File: src/rtl/eth_helper_pkg.sv
// Shared types and constants for the AXI-to-stream converters and the source arbiter.
package eth_helper_pkg;

   typedef enum logic {ARB_IDLE, ARB_LOCKED} arb_state_t;

   // Stream type codes carried by the converters in their metadata beat
   localparam logic [2:0] STREAM_TYPE_AR = 3'b000;
   localparam logic [2:0] STREAM_TYPE_AW = 3'b001;
   localparam logic [2:0] STREAM_TYPE_R  = 3'b010;
   localparam logic [2:0] STREAM_TYPE_W  = 3'b011;
   localparam logic [2:0] STREAM_TYPE_B  = 3'b100;

endpackage

File: src/rtl/stream_skid_buffer.sv
// Two-entry skid buffer; in_ready is registered and means "at least one entry free".
module stream_skid_buffer #(
   parameter int WIDTH = 8
) (
   input  logic             clk,
   input  logic             reset,
   input  logic [WIDTH-1:0] in_data,
   input  logic             in_valid,
   output logic             in_ready,
   output logic [WIDTH-1:0] out_data,
   output logic             out_valid,
   input  logic             out_ready
);

   logic [WIDTH-1:0] mem [2];
   logic             wr_ptr;
   logic             rd_ptr;
   logic [1:0]       count;
   logic [1:0]       count_nx;
   logic             push;
   logic             pop;

   assign out_valid = (count != 2'd0);
   assign out_data  = out_valid ? mem[rd_ptr] : '0;
   assign push      = in_valid && in_ready;
   assign pop       = out_valid && out_ready;

   always_comb begin
      count_nx = count;
      unique case ({push, pop})
         2'b10:   count_nx = count + 2'd1;
         2'b01:   count_nx = count - 2'd1;
         default: count_nx = count;
      endcase
   end

   always_ff @(posedge clk) begin
      if (reset) begin
         mem[0]   <= '0;
         mem[1]   <= '0;
         wr_ptr   <= 1'b0;
         rd_ptr   <= 1'b0;
         count    <= 2'd0;
         in_ready <= 1'b1;
      end else begin
         if (push) begin
            mem[wr_ptr] <= in_data;
            wr_ptr      <= ~wr_ptr;
         end
         if (pop) begin
            rd_ptr <= ~rd_ptr;
         end
         count    <= count_nx;
         in_ready <= (count_nx != 2'd2);
      end
   end

endmodule

File: src/rtl/stream_source_arbiter.sv
// Packet-locked round-robin arbiter merging converter streams into one AXI-Stream.
//  state      | meaning
//  ARB_IDLE   | pick next source (in_progress first, else round-robin from rr_ptr)
//  ARB_LOCKED | forward beats of the granted source until its last beat is accepted
module stream_source_arbiter
   import eth_helper_pkg::*;
#(
   parameter int DATA_WIDTH = 128,
   parameter int NUM_SRC    = 5,
   parameter int IDX_WIDTH  = 3
) (
   input  logic                          clk,
   input  logic                          reset,
   input  logic [NUM_SRC-1:0]            src_valid,
   input  logic [NUM_SRC-1:0]            src_in_progress,
   input  logic [NUM_SRC-1:0]            src_last,
   input  logic [NUM_SRC*DATA_WIDTH-1:0] src_data,
   output logic [NUM_SRC-1:0]            src_ready,
   output logic [DATA_WIDTH-1:0]         m_axis_tdata,
   output logic [IDX_WIDTH-1:0]          m_axis_tid,
   output logic                          m_axis_tlast,
   output logic                          m_axis_tvalid,
   input  logic                          m_axis_tready,
   output logic                          busy
);

   localparam int SKID_W = DATA_WIDTH + IDX_WIDTH + 1;

   arb_state_t            state, state_nx;
   logic [IDX_WIDTH-1:0]  grant, grant_nx;
   logic [IDX_WIDTH-1:0]  rr_ptr, rr_ptr_nx;
   logic                  skid_can_accept;
   logic                  accept;
   logic                  sel_valid;
   logic                  sel_last;
   logic [DATA_WIDTH-1:0] sel_data;

   // A mid-packet source always wins (lowest index); otherwise first requester from ptr
   function automatic logic [IDX_WIDTH-1:0] rr_pick(
      input logic [NUM_SRC-1:0]   req,
      input logic [NUM_SRC-1:0]   ip,
      input logic [IDX_WIDTH-1:0] ptr
   );
      logic found;
      int   idx;
      rr_pick = '0;
      found   = 1'b0;
      for (int i = NUM_SRC - 1; i >= 0; i--) begin
         if (ip[i]) begin
            rr_pick = IDX_WIDTH'(i);
            found   = 1'b1;
         end
      end
      if (!found) begin
         for (int k = NUM_SRC - 1; k >= 0; k--) begin
            idx = int'(ptr) + k;
            if (idx >= NUM_SRC) idx = idx - NUM_SRC;
            if (req[idx]) rr_pick = IDX_WIDTH'(idx);
         end
      end
   endfunction

   always_comb begin
      sel_valid = 1'b0;
      sel_last  = 1'b0;
      sel_data  = '0;
      for (int i = 0; i < NUM_SRC; i++) begin
         if (grant == IDX_WIDTH'(i)) begin
            sel_valid = src_valid[i];
            sel_last  = src_last[i];
            sel_data  = src_data[i*DATA_WIDTH +: DATA_WIDTH];
         end
      end
   end

   always_comb begin
      state_nx  = state;
      grant_nx  = grant;
      rr_ptr_nx = rr_ptr;
      src_ready = '0;
      accept    = 1'b0;
      case (state)
         ARB_IDLE: begin
            if (|(src_valid | src_in_progress)) begin
               grant_nx = rr_pick(src_valid | src_in_progress, src_in_progress, rr_ptr);
               state_nx = ARB_LOCKED;
            end
         end
         ARB_LOCKED: begin
            for (int i = 0; i < NUM_SRC; i++) begin
               if (grant == IDX_WIDTH'(i)) src_ready[i] = skid_can_accept;
            end
            accept = sel_valid && skid_can_accept;
            if (accept && sel_last) begin
               state_nx  = ARB_IDLE;
               rr_ptr_nx = (grant == IDX_WIDTH'(NUM_SRC - 1)) ? '0 : grant + IDX_WIDTH'(1);
            end
         end
         default: state_nx = ARB_IDLE;
      endcase
   end

   always_ff @(posedge clk) begin
      if (reset) begin
         state  <= ARB_IDLE;
         grant  <= '0;
         rr_ptr <= '0;
      end else begin
         state  <= state_nx;
         grant  <= grant_nx;
         rr_ptr <= rr_ptr_nx;
      end
   end

   assign busy = (state == ARB_LOCKED);

   stream_skid_buffer #(
      .WIDTH (SKID_W)
   ) u_skid (
      .clk       (clk),
      .reset     (reset),
      .in_data   ({sel_data, grant, sel_last}),
      .in_valid  (accept),
      .in_ready  (skid_can_accept),
      .out_data  ({m_axis_tdata, m_axis_tid, m_axis_tlast}),
      .out_valid (m_axis_tvalid),
      .out_ready (m_axis_tready)
   );

endmodule
File: config.mk
export PLATFORM = sky130hd
export DESIGN_NAME = stream_source_arbiter
export DESIGN_NICKNAME = d
export VERILOG_FILES = /design/src/rtl/eth_helper_pkg.sv /design/src/rtl/stream_skid_buffer.sv /design/src/rtl/stream_source_arbiter.sv
export SDC_FILE = /design/constraint.sdc
export NUM_CORES = 1
export LEC_CHECK = 0
export CAP_MARGIN = 20
export CORE_AREA = 2 2 308 310
export CTS_BUF_LIST = sky130_fd_sc_hd__clkbuf_4 sky130_fd_sc_hd__clkbuf_8
export DETAILED_ROUTE_END_ITERATION = 12
export DIE_AREA = 0 0 310 312
export SETUP_SLACK_MARGIN = 0.2
export SYNTH_ARGS = -nofsm -noshare
export SYNTH_HDL_FRONTEND = slang
export SYNTH_SLANG_ARGS = --single-unit
File: constraint.sdc
create_clock -name clk -period 9.35 [get_ports clk]
set_input_delay 0.935 -clock clk [delete_from_list [all_inputs] [get_ports clk]]
set_output_delay 0.935 -clock clk [all_outputs]
set_load 0.01 [all_outputs]
Word-level counts from Yosys, hierarchy flattened. Memories as Yosys holds them, arrays and structs flattened. A register that Yosys moved wholly into a read port is not among the register bits. Cells that the tools add are included.

Bits in registers: 12. Memories: 1. Bits of input ports: 658. Latch bits: 0. Output and inout bits: 139. Bits in read-only memories: 0. RAM bits: 264. Logic and storage cells: 142.

Memory list: u_skid.mem (depth 2, width 132, read ports 1, clocked after Yosys merged registers in 1, write ports 2, RTL line stream_skid_buffer.sv:15) `logic [WIDTH-1:0] mem [2];`.

Muxes and demuxes: 91. Reductions and logical operators: 10. Order comparisons: 10. Multipliers: 0. Equal/unequal tests: 7. $add $sub $neg: 12. Bitwise logic cells: 4. Shift-type cells: 0. Divide/modulo/power cells: 0.

Operators by type and width (count): two-way mux 128 bit (5); two-way mux 32 bit (20); two-way mux 132 bit (2); less-than comparator 32 x 5 -> 1 bit, second input constant (5); OR reduction 132 bit (1); two-way mux 1 bit (44); two-way mux 3 bit (12); subtractor 4 x 3 -> 5 bit, second input constant (4); greater-or-equal comparator 4 x 3 -> 1 bit, second input constant (4); binary-select mux 1 bit (select 3 bit) (5); adder 3 x 2 -> 4 bit, second input constant (2); equality test 3 x 2 -> 1 bit, second input constant (2); two-way mux 5 bit (1); OR 5 bit (1); OR reduction 5 bit (1); adder 3 x 1 -> 4 bit, second input constant (1); adder 3 x 3 -> 4 bit, second input constant (1); logical AND 1 bit (4); one-hot mux 2 bit (2 select lines) (1); AND reduction 2 bit (2); subtractor 3 x 3 -> 4 bit, second input constant (1); adder 3 x 1 -> 3 bit, second input constant (1); equality test 3 x 1 -> 1 bit, second input constant (1); equality test 3 bit, second input constant (1); 10 further kinds (12).

Logic depth before layout (Yosys ltp).
Depth in word-level cells: 19. Mapped depth: 13. Depth with buffers taken out: 11.

Cells and area by module. From an unflattened synthesis, not the netlist that was laid out.

Cell total of the unflattened synthesis: 2036. Area total of the unflattened synthesis: 18411.4 µm².

By module, submodules not included: stream_skid_buffer (cells an instance 915, sequential area each 8047.7 µm², area each 12214.2 µm², instances 1); stream_source_arbiter (cells an instance 1121, sequential area each 140.1 µm², area each 6197.2 µm², instances 1).

Least setup slack after synthesis. Ideal clock, no wire load.

Path kind: input port to flip-flop. From: in src_valid[0]. To: mem u_skid.mem[0][0] in the netlist's numbering (enable). Required time: 8.699 ns. Path buffers: 0. Library setup time: 0.651 ns. Arrival time: 7.614 ns. Stages on the path: 4. Setup slack: 1.085 ns. Cells stage by stage: a221oi_1 o311ai_2 o2111ai_2 o21bai_1.

RTL lines: from (decl) (RTL line stream_source_arbiter.sv:14) `input logic [NUM_SRC-1:0] src_valid,`; to (decl) (RTL line stream_skid_buffer.sv:15).

==> flow_summary.rst <==
.. list-table::
   :header-rows: 1

   * - Metric
     - Value
   * - Result of the run
     - finished, final reports clean
   * - Actual transition at the worst max-transition pin
     - 1370 ps
   * - Number of failing setup endpoints in the final timing report
     - 0
   * - Floorplan row count
     - 112
   * - Floorplan die height
     - 312 um
   * - Worst endpoint data arrival time
     - 4780 ps
   * - Post-CTS clock slew at the launch and capture registers of the worst setup and hold paths
     - 60 ps
   * - Post-synth EDFFs
     - 264
   * - Wire length of the first global-routing pass
     - 114 mm
   * - Maximum number of buffers from clock root to sink
     - 3
   * - Upper clock frequency limit
     - 0.220 GHz
   * - Post-synthesis instance total
     - 1,872
   * - Syn_nets
     - 2,550
   * - Via count normalized by instance count
     - 4.60
   * - Worst hold slack across all endpoints
     - 518 ps
   * - Final Net Count
     - 3,240
   * - Commonest non-fill, non-tap cell in the layout
     - clkdlybuf4s50_1
   * - Mean routed wirelength per cell
     - 21.2 um
   * - GR Util All Layers
     - 15.8%
   * - Post-DP HPWL
     - 61.8 mm
   * - I/O pin count
     - 797
   * - Clock tree from TritonCTS
     - yes
   * - Number of endpoints with negative hold slack in the final report
     - 0
   * - Utilization of the core after routing
     - 29.4%
   * - Worst Clk Skew
     - 30.6 ps
   * - Capturing element type of the critical path
     - flop
   * - Width of the die
     - 310 um
   * - Synth cell types
     - 67
   * - Final WS setup
     - 4810 ps
   * - Grt ovf
     - 0
   * - Max cap viols
     - 0
   * - Unrepaired setup endpoints after global routing
     - no
   * - FFs w/ async S/R, synth
     - 0%
   * - Number of buffers added by the clock tree synthesis step
     - 50
   * - Number of buffers inserted to repair setup after CTS
     - 0
   * - Mean Syn Cell Area
     - 9.32 um^2
   * - Post-Syn Area
     - 0.0174 mm^2
   * - Portion of the post-synthesis area used by sequential elements
     - 46.9%
   * - CTS hold repair buffers
     - 0
   * - Number of instances resized during post-cts repair
     - 0
   * - Core region area
     - 0.0930 mm^2
   * - Later-pin clock latency in the skew report
     - 620 ps
   * - Yosys warnings
     - 0
   * - Worst slew slack as a fraction of its limit
     - 7.49%
   * - Type of the setup path with the least slack
     - flop to flop
   * - Worst slack at placement
     - 4690 ps
   * - Area taken by flip-flops and latches
     - 0.00819 mm^2
   * - Number of antenna violations at the first check in global routing
     - 18
   * - Number of pins with negative max-slew slack in the final report
     - 0
   * - Final routed DRC violation total
     - 0
   * - Leading cell types in the layout, fill and taps excluded
     - clkdlybuf4s50_1 (796), nor2_1 (540), edfxtp_1 (264), nand2_1 (147), mux2i_1 (140)
   * - Number of global-route vias before repair
     - 17,600
   * - Min-delay worst type
     - flop to flop
   * - Drt total wl
     - 81.6 mm
   * - VDD IR max
     - 0.0997 mV
   * - Count of state elements after synthesis
     - 277
   * - Starting utilization of the core area
     - 18.8%
   * - Violation count after the first detailed-route iteration
     - 1,154
   * - Area occupied by multi-input gates
     - 0.00847 mm^2
   * - Post-DRT Antenna Nets
     - 0
   * - Total clock sinks
     - 277
   * - Dominant register cell in the synthesized netlist
     - edfxtp_1
   * - Maximum number of pins on one net before global-route repair
     - 130
   * - Power density over the cells
     - 165 mW/mm^2
   * - Total leakage power
     - 8.90 nW
   * - Ratio of final minimum period to clock period
     - 48.5%
   * - Number of port buffers
     - 796
   * - Tmin final
     - 4540 ps
   * - Number of H-tree levels
     - 2
   * - Vias after detailed routing
     - 17,700
   * - DIE AREA
     - 0.0967 mm^2
   * - Data required, critical path
     - 9590 ps
   * - Pre-Repair DR Iteration Count
     - 5
   * - Synth-to-layout area growth
     - 57.0%
   * - Category of the worst setup path launch point
     - flop
   * - Layout cell share with drive strength beyond 1
     - 5.66%
   * - Filler cell count in the final layout
     - 9,882
   * - GPL Wtd Cong
     - 0.859
   * - Root cell of the clock tree
     - clkbuf_8
   * - Accumulated negative setup slack
     - 0 ps
   * - CP Max Fanout
     - 60
[sequential cells by signal, indices dropped and copies added (netlist names), named ones only]
register         cells
busy                 1
grant                3
u_skid.mem         264
u_skid.in_ready      1
u_skid.rd_ptr        1
u_skid.count         2
rr_ptr               3
u_skid.wr_ptr        1
[worst max-delay path, cell delays in order, from the launching register on]
cell and delay (ps):
dfxtp_1 470, inv_1 210, ha_4 470, buf_4 560
nand2_1 140, o311ai_2 100, o2111ai_2 330, or3b_4 670
nand2b_4 350, buf_4 700
[cell families after synthesis]
group	synth area share, %
xor+xnor	0.351
flops	46.9
fa+ha+maj	1.43
buf+inv	5.02
simple gates	17.6
compound gates	20.0
mux	8.68
[layer usage]
layer  up-vias  GRT usage, %  share of wire, %
met5         -             0             0.085
li1       8406             -                 -
met3       112          4.40               7.8
met1      8504          19.1                41
met2       705          27.0                48
met4        12          5.08               2.6
[worst paths after layout]
check	from	to	slack, ps	depth (start not counted)
worst max-delay path	grant[2]	u_skid.mem[1][68]	4810	9
worst min-delay path	u_skid.rd_ptr	flop	520	2
worst max register to register	grant[2]	u_skid.mem[1][68]	4810	9
worst min register to register	u_skid.rd_ptr	flop	520	2
[through the flow]
stage | power, mW | cells | cell area [um^2]
6_report | 4.53 | 3860 | 27400
5_1_grt | 4.79 | 3857 | 27400
4_1_cts | 4.61 | 3852 | 27400
3_5_place_dp | 3.50 | 3764 | 26400
3_3_place_gp | 3.48 | 3764 | 26400
2_1_floorplan | 2.51 | 1872 | 17400
[final cells by class]
cell class	count	share of cell area [%]
Sequential cell	277	29.9
Timing Repair Buffer	823	29.9
Antenna cell	8	0.0731
Tap cell	1254	5.73
Inverter	10	0.137
Clock inverter	20	0.352
Multi-Input combinational cell	1400	30.9
Clock buffer	68	3.03
[synth_stat cells (all sizes together) (3+ instances only)]
library cell | count | area share, %
o211a | 3 | 0.17
xnor2 | 3 | 0.15
nand2 | 148 | 3.2
or3b | 3 | 0.15
edfxtp | 264 | 45
a21oi | 15 | 0.43
nor3b | 3 | 0.16
a221oi | 130 | 6.5
mux2i | 140 | 8.0
o31ai | 5 | 0.22
buf | 38 | 1.6
nor2 | 551 | 12
inv | 9 | 0.19
nor3 | 13 | 0.37
clkbuf | 147 | 3.2
o311ai | 132 | 6.7
or2 | 6 | 0.22
dfxtp | 13 | 1.5
nand2b | 7 | 0.25
o21bai | 4 | 0.17
ha | 20 | 1.4
or3 | 7 | 0.25
o22ai | 6 | 0.22
a211oi | 6 | 0.29
xor2 | 4 | 0.20
and2 | 3 | 0.11
o21ai | 138 | 4.0
a2111oi | 3 | 0.16
o211ai | 3 | 0.13
o2111ai | 4 | 0.24
mux2 | 8 | 0.52
nor2b | 6 | 0.22
[power breakdown]
part	internal (mW)	switching [mW]	leakage, nW
Combinational	0.851	1.02	5.54
Clock	0.573	0.515	0.498
Sequential	1.50	0.0716	2.86
No activity file was read; power rests on OpenSTA's default activity.
